--- config.mk ---
export PLATFORM = sky130hd
export DESIGN_NAME = i2s_capture_seq
export DESIGN_NICKNAME = d
export VERILOG_FILES = /design/src/rtl/i2s_capture_seq.sv
export SDC_FILE = /design/constraint.sdc
export NUM_CORES = 1
export LEC_CHECK = 0
export ABC_AREA = 1
export CAP_MARGIN = 20
export CORE_MARGIN = 8
export CORE_UTILIZATION = 34
export DETAILED_ROUTE_END_ITERATION = 8
export DONT_BUFFER_PORTS = 1
export GPL_TIMING_DRIVEN = 0
export PLACE_DENSITY = 0.48
export SLEW_MARGIN = 20
export SYNTH_ARGS = -nofsm -noshare
export SYNTH_HDL_FRONTEND = slang
export SYNTH_SLANG_ARGS = --single-unit
--- constraint.sdc ---
create_clock -name clk -period 3.5 [get_ports clk]
set_input_delay 0.525 -clock clk [delete_from_list [all_inputs] [get_ports clk]]
set_output_delay 0.525 -clock clk [all_outputs]
set_load 0.01 [all_outputs]
--- src/rtl/i2s_capture_seq.sv ---
// Capture sequencer for the I2S receive path: flush, settle, arm,
// then stream exactly capture_len FIFO words out on a valid/ready port.
module i2s_capture_seq #(
  parameter int DW = 32,
  parameter int CW = 16
) (
  input  logic          clk,
  input  logic          rst,
  input  logic          start,
  input  logic          abort,
  input  logic [1:0]    trig_mode,
  input  logic [CW-1:0] capture_len,
  input  logic [7:0]    settle_samples,
  input  logic          avg_flag,
  input  logic          ext_trig,
  output logic          i2s_en,
  output logic          fifo_en,
  output logic          fifo_flush,
  output logic          fifo_rd,
  input  logic          fifo_empty,
  input  logic          fifo_full,
  input  logic [DW-1:0] fifo_rdata,
  output logic          m_valid,
  output logic [DW-1:0] m_data,
  output logic          m_last,
  input  logic          m_ready,
  output logic          busy,
  output logic          done,
  output logic          overrun,
  output logic [CW-1:0] captured_cnt
);

  typedef enum logic [2:0] {
    IDLE, FLUSH, SETTLE, ARM, CAPTURE, DONE
  } state_t;

  state_t        state, state_nx;
  logic [CW-1:0] len_q;
  logic [CW-1:0] issued;
  logic [7:0]    settle_q;
  logic [7:0]    disc_cnt;
  logic          ext_trig_q;
  logic          trig;
  logic          go;
  logic          accept;

  assign go     = (state == IDLE) & start & ~abort;
  assign accept = m_valid & m_ready;
  assign busy   = (state != IDLE);

  always_comb begin
    unique case (trig_mode)
      2'b01:   trig = avg_flag;
      2'b10:   trig = ext_trig & ~ext_trig_q;
      default: trig = 1'b1;
    endcase
  end

  always_comb begin
    state_nx   = state;
    i2s_en     = 1'b0;
    fifo_en    = 1'b0;
    fifo_flush = 1'b0;
    fifo_rd    = 1'b0;
    done       = 1'b0;
    unique case (state)
      IDLE: begin
        if (go) state_nx = FLUSH;
      end
      FLUSH: begin
        fifo_flush = 1'b1;
        i2s_en     = 1'b1;
        state_nx   = (settle_q != 8'd0) ? SETTLE : ARM;
      end
      SETTLE: begin
        i2s_en  = 1'b1;
        fifo_en = 1'b1;
        fifo_rd = ~fifo_empty;
        if (fifo_rd && (disc_cnt + 8'd1 == settle_q))
          state_nx = ARM;
      end
      ARM: begin
        i2s_en  = 1'b1;
        fifo_en = 1'b1;
        fifo_rd = ~fifo_empty;
        if (trig)
          state_nx = (len_q == '0) ? DONE : CAPTURE;
      end
      CAPTURE: begin
        i2s_en  = 1'b1;
        fifo_en = 1'b1;
        fifo_rd = ~fifo_empty & (~m_valid | m_ready)
                & (issued < len_q);
        if (accept && m_last) state_nx = DONE;
      end
      DONE: begin
        done     = 1'b1;
        state_nx = IDLE;
      end
      default: state_nx = IDLE;
    endcase
    // Abort wins over everything and never pops a word.
    if (abort && state != IDLE) begin
      state_nx   = IDLE;
      fifo_flush = 1'b1;
      fifo_rd    = 1'b0;
    end
  end

  always_ff @(posedge clk or posedge rst) begin
    if (rst) begin
      state        <= IDLE;
      len_q        <= '0;
      settle_q     <= '0;
      issued       <= '0;
      disc_cnt     <= '0;
      ext_trig_q   <= 1'b0;
      m_valid      <= 1'b0;
      m_data       <= '0;
      m_last       <= 1'b0;
      overrun      <= 1'b0;
      captured_cnt <= '0;
    end else begin
      state      <= state_nx;
      ext_trig_q <= ext_trig;
      if (go) begin
        len_q        <= capture_len;
        settle_q     <= settle_samples;
        issued       <= '0;
        disc_cnt     <= '0;
        overrun      <= 1'b0;
        captured_cnt <= '0;
      end
      if (state == SETTLE && fifo_rd)
        disc_cnt <= disc_cnt + 8'd1;
      if (state == CAPTURE && fifo_full)
        overrun <= 1'b1;
      if (state == CAPTURE && accept)
        captured_cnt <= captured_cnt + CW'(1);
      if (state == CAPTURE && !abort) begin
        if (fifo_rd) begin
          m_valid <= 1'b1;
          m_data  <= fifo_rdata;
          m_last  <= (issued + CW'(1)) == len_q;
          issued  <= issued + CW'(1);
        end else if (accept) begin
          m_valid <= 1'b0;
          m_last  <= 1'b0;
        end
      end else begin
        m_valid <= 1'b0;
        m_last  <= 1'b0;
      end
    end
  end

endmodule
==> out/metrics.yaml <==
first_pass_iters: 4
cp-start-kind: "flop"
cp.arrival_ns: 2.19
worstSkewPairLatency_ns: 0.35
coreArea_mm2: 0.01647
avgSynthCellArea_um2: 7.679
grt_pass1_vias: 4940
hp-class: "primary input to flop"
yosys.area.top_type_share_pct: 45.29
avgViaCountPerCell: 4.880
rows: 47
dieArea_mm2: 0.02113
ios: 124
synth-edff-count: 0
h-tree-depth: 3
crit_path_start: "len_q[11]"
ys_seq_area_share_pct: 45.29
drive_above_1_share_pct: 8.564
yosys.area.top_type: "dfrtp_1"
root_buffer: "clkbuf_16"
ys_warn_count: 0
place.detailed.hpwl_um: 12080
finalNonFillerCells: 979
r2r_slack_ns: 1.08
max_freq_mhz: 368.6
worst_pin_slew_ns: 0.5787
die_width_um: 145.4
grt_max_degree: 75
clk_pin_slew_ns: 0.07
syn2layout_area_growth_pct: 11.24
syn-instance-count: 741
synthFlopType: "dfrtp_1"
drt-total-wl_um: 15790
numPortBuffers: 0
fin_nets: 842
initial_core_util_pct: 34.56
fin_worst_skew_ns: 0.01093
cts_sinks: 103
routedWlPerCell_um: 16.13
status: "finished clean"
vias: 4778
power.total_mw: 3.977
worstPathCellList: "inv_1 > ha_1 > a21oi_1 > nand2_1 > a21oi_1 > nand4_1 > nand2_1 > nand2_1 > inv_1"
ys_types: 38
leakagePower_nw: 3.063
synth-seq-cells: 103
ant_nets: 0
hold_viol: 0
min_to: "ext_trig_q"
fp.dieH_um: 145.4
drv_cap: 0
clock_path_buffers: 2
synth_area_leaders: "dfrtp_1 (45%), nand2_1 (17%), inv_1 (5.7%), nand3_1 (4.8%), ha_1 (4.6%)"
yosysMostFrequentCell: "nand2_1"
numCtsBuffers: 9
hold_path_depth: 0
syn_nets: 829
placedCellCount: 962
setup_viol: 0
critPathRequiredTime_ns: 2.97
rsz0062_at_grt: "false"
place_congestion: 0.8462
worstReg2RegStart: "len_q[11]"
r2r_end: "issued[4]"
power.density_mw_per_mm2: 628.4
grt_first_pass_wirelength_um: 26160
period_minus_slack_ns: 2.713
first_iter_violations: 233
cp_slowest_stage_delay_ns: 0.39
cp-end-kind: "output port"
overflow: 0
async_flop_share_pct: 100.0
slew_headroom_pct: 61.42
cts_resized: 0
slew_viol_final: 0
diodes: 0
synth_common_cells: "nand2_1 (253), dfrtp_1 (103), inv_1 (87)"
worst-path-max-fanout: 4
cpMaxStageDelayCell: "dfrtp_1"
grt_antenna_before_repair: 0
grt.total_usage_pct: 15.15
crit_top_cell: "nand2_1"
worstHoldStart: "ext_trig"
drc: 0
synthesis.area_mm2: 0.005690
crit_type: "flop to output port"
peakVddDrop_uv: 237.3
r2r_cells: 11
min_period_over_period_pct: 77.52
cts_tree: "built"
[registers in the layout, summed over array words and instances (netlist names)]
signal and flops:
m_last 1, captured_cnt 16, settle_q 8, issued 16
m_valid 1, ext_trig_q 1, m_data 32, state 3
len_q 16, overrun 1, disc_cnt 8
[where the power goes]
part | internal, mW | switching (mW)
clock | 0.633 | 0.479
combinational | 0.386 | 0.695
sequential | 1.47 | 0.312
[layout by cell type (no fill, tap or decap), types with 11 or more instances in the layout]
| cell | count |
|---|---|
| o22ai_1 | 14 |
| inv_1 | 86 |
| nor2_1 | 36 |
| nand2_1 | 253 |
| a21oi_1 | 20 |
| o21ai_0 | 40 |
| nand4_1 | 11 |
| ha_1 | 21 |
| dfrtp_1 | 103 |
| o21ai_1 | 15 |
| nand3_1 | 55 |
[how the worst max path moves through the flow]
stage                            to  slack (ns)  cells after the start
finish                      fifo_rd        0.79                      9
global placement        settle_q[4]       -1.09                      1
global route                fifo_rd        0.53                     11
CTS                         fifo_rd        0.72                      9
floorplan           captured_cnt[0]        0.27                      1
detailed placement        issued[4]        1.06                     11
[area by class of cell]
type	instances	area, um^2
fill	1753	10140
multi-input combinational	525	2649
sequential	103	2577
inverter	96	365.4
tap	220	275.3
clock buffer	10	229.0
buffer	17	103.9
clock inverter	6	92.59
timing repair buffer	2	37.54
[stage by stage]
stage               hold WS (ns)  TNS [ns]  utilization [%]  instance area, um^2  setup slack (ns)
finish                    0.1978         0            38.44                 6330            0.7867
global route              0.1800         0            38.44                 6330            0.5319
CTS                       0.1796         0            38.44                 6330            0.7243
detailed placement        0.3802         0            36.43                 5998             1.058
global placement          0.5240   -111.59            36.23                 5966            -1.092
floorplan                 0.4782         0                -                 5690            0.2712
[repair_timing]
action | CTS | global route
hold buffers | 1 | 0
endpoints found under the hold margin | 5 | 0
setup buffers | 0 | 0
[worst max-delay path, delay by kind of cell, from the launching register on]
family	cells	cell delay [ns]
AOI/OAI and AO/OA	2	0.39
and+or+nand+nor	4	0.53
buffers and inverters	2	0.22
DFF	1	0.39
adders and majority gates	1	0.31
[metal layers]
layer,part of all wire [%],wire [um],global-route usage [%]
met5,0,0,0
met4,1.4,217,4.008
met3,5.5,872,4.384
met2,47,7442,24.65
met1,46,7259,19.33
[kinds of logic (layout without fill, tap and decap cells)]
logic type               after synthesis  after routing  synth area share (%)
flip-flops                           103            103                 45.29
AND/OR/NAND/NOR                      394            394                 30.01
XOR/XNOR                              10             10                 2.265
AO/OA/AOI/OAI                        100            100                 9.652
adder cells (fa/ha/maj)               21             21                 4.617
buffers and inverters                113            131                 8.157
(Power assumes the default switching activity.)
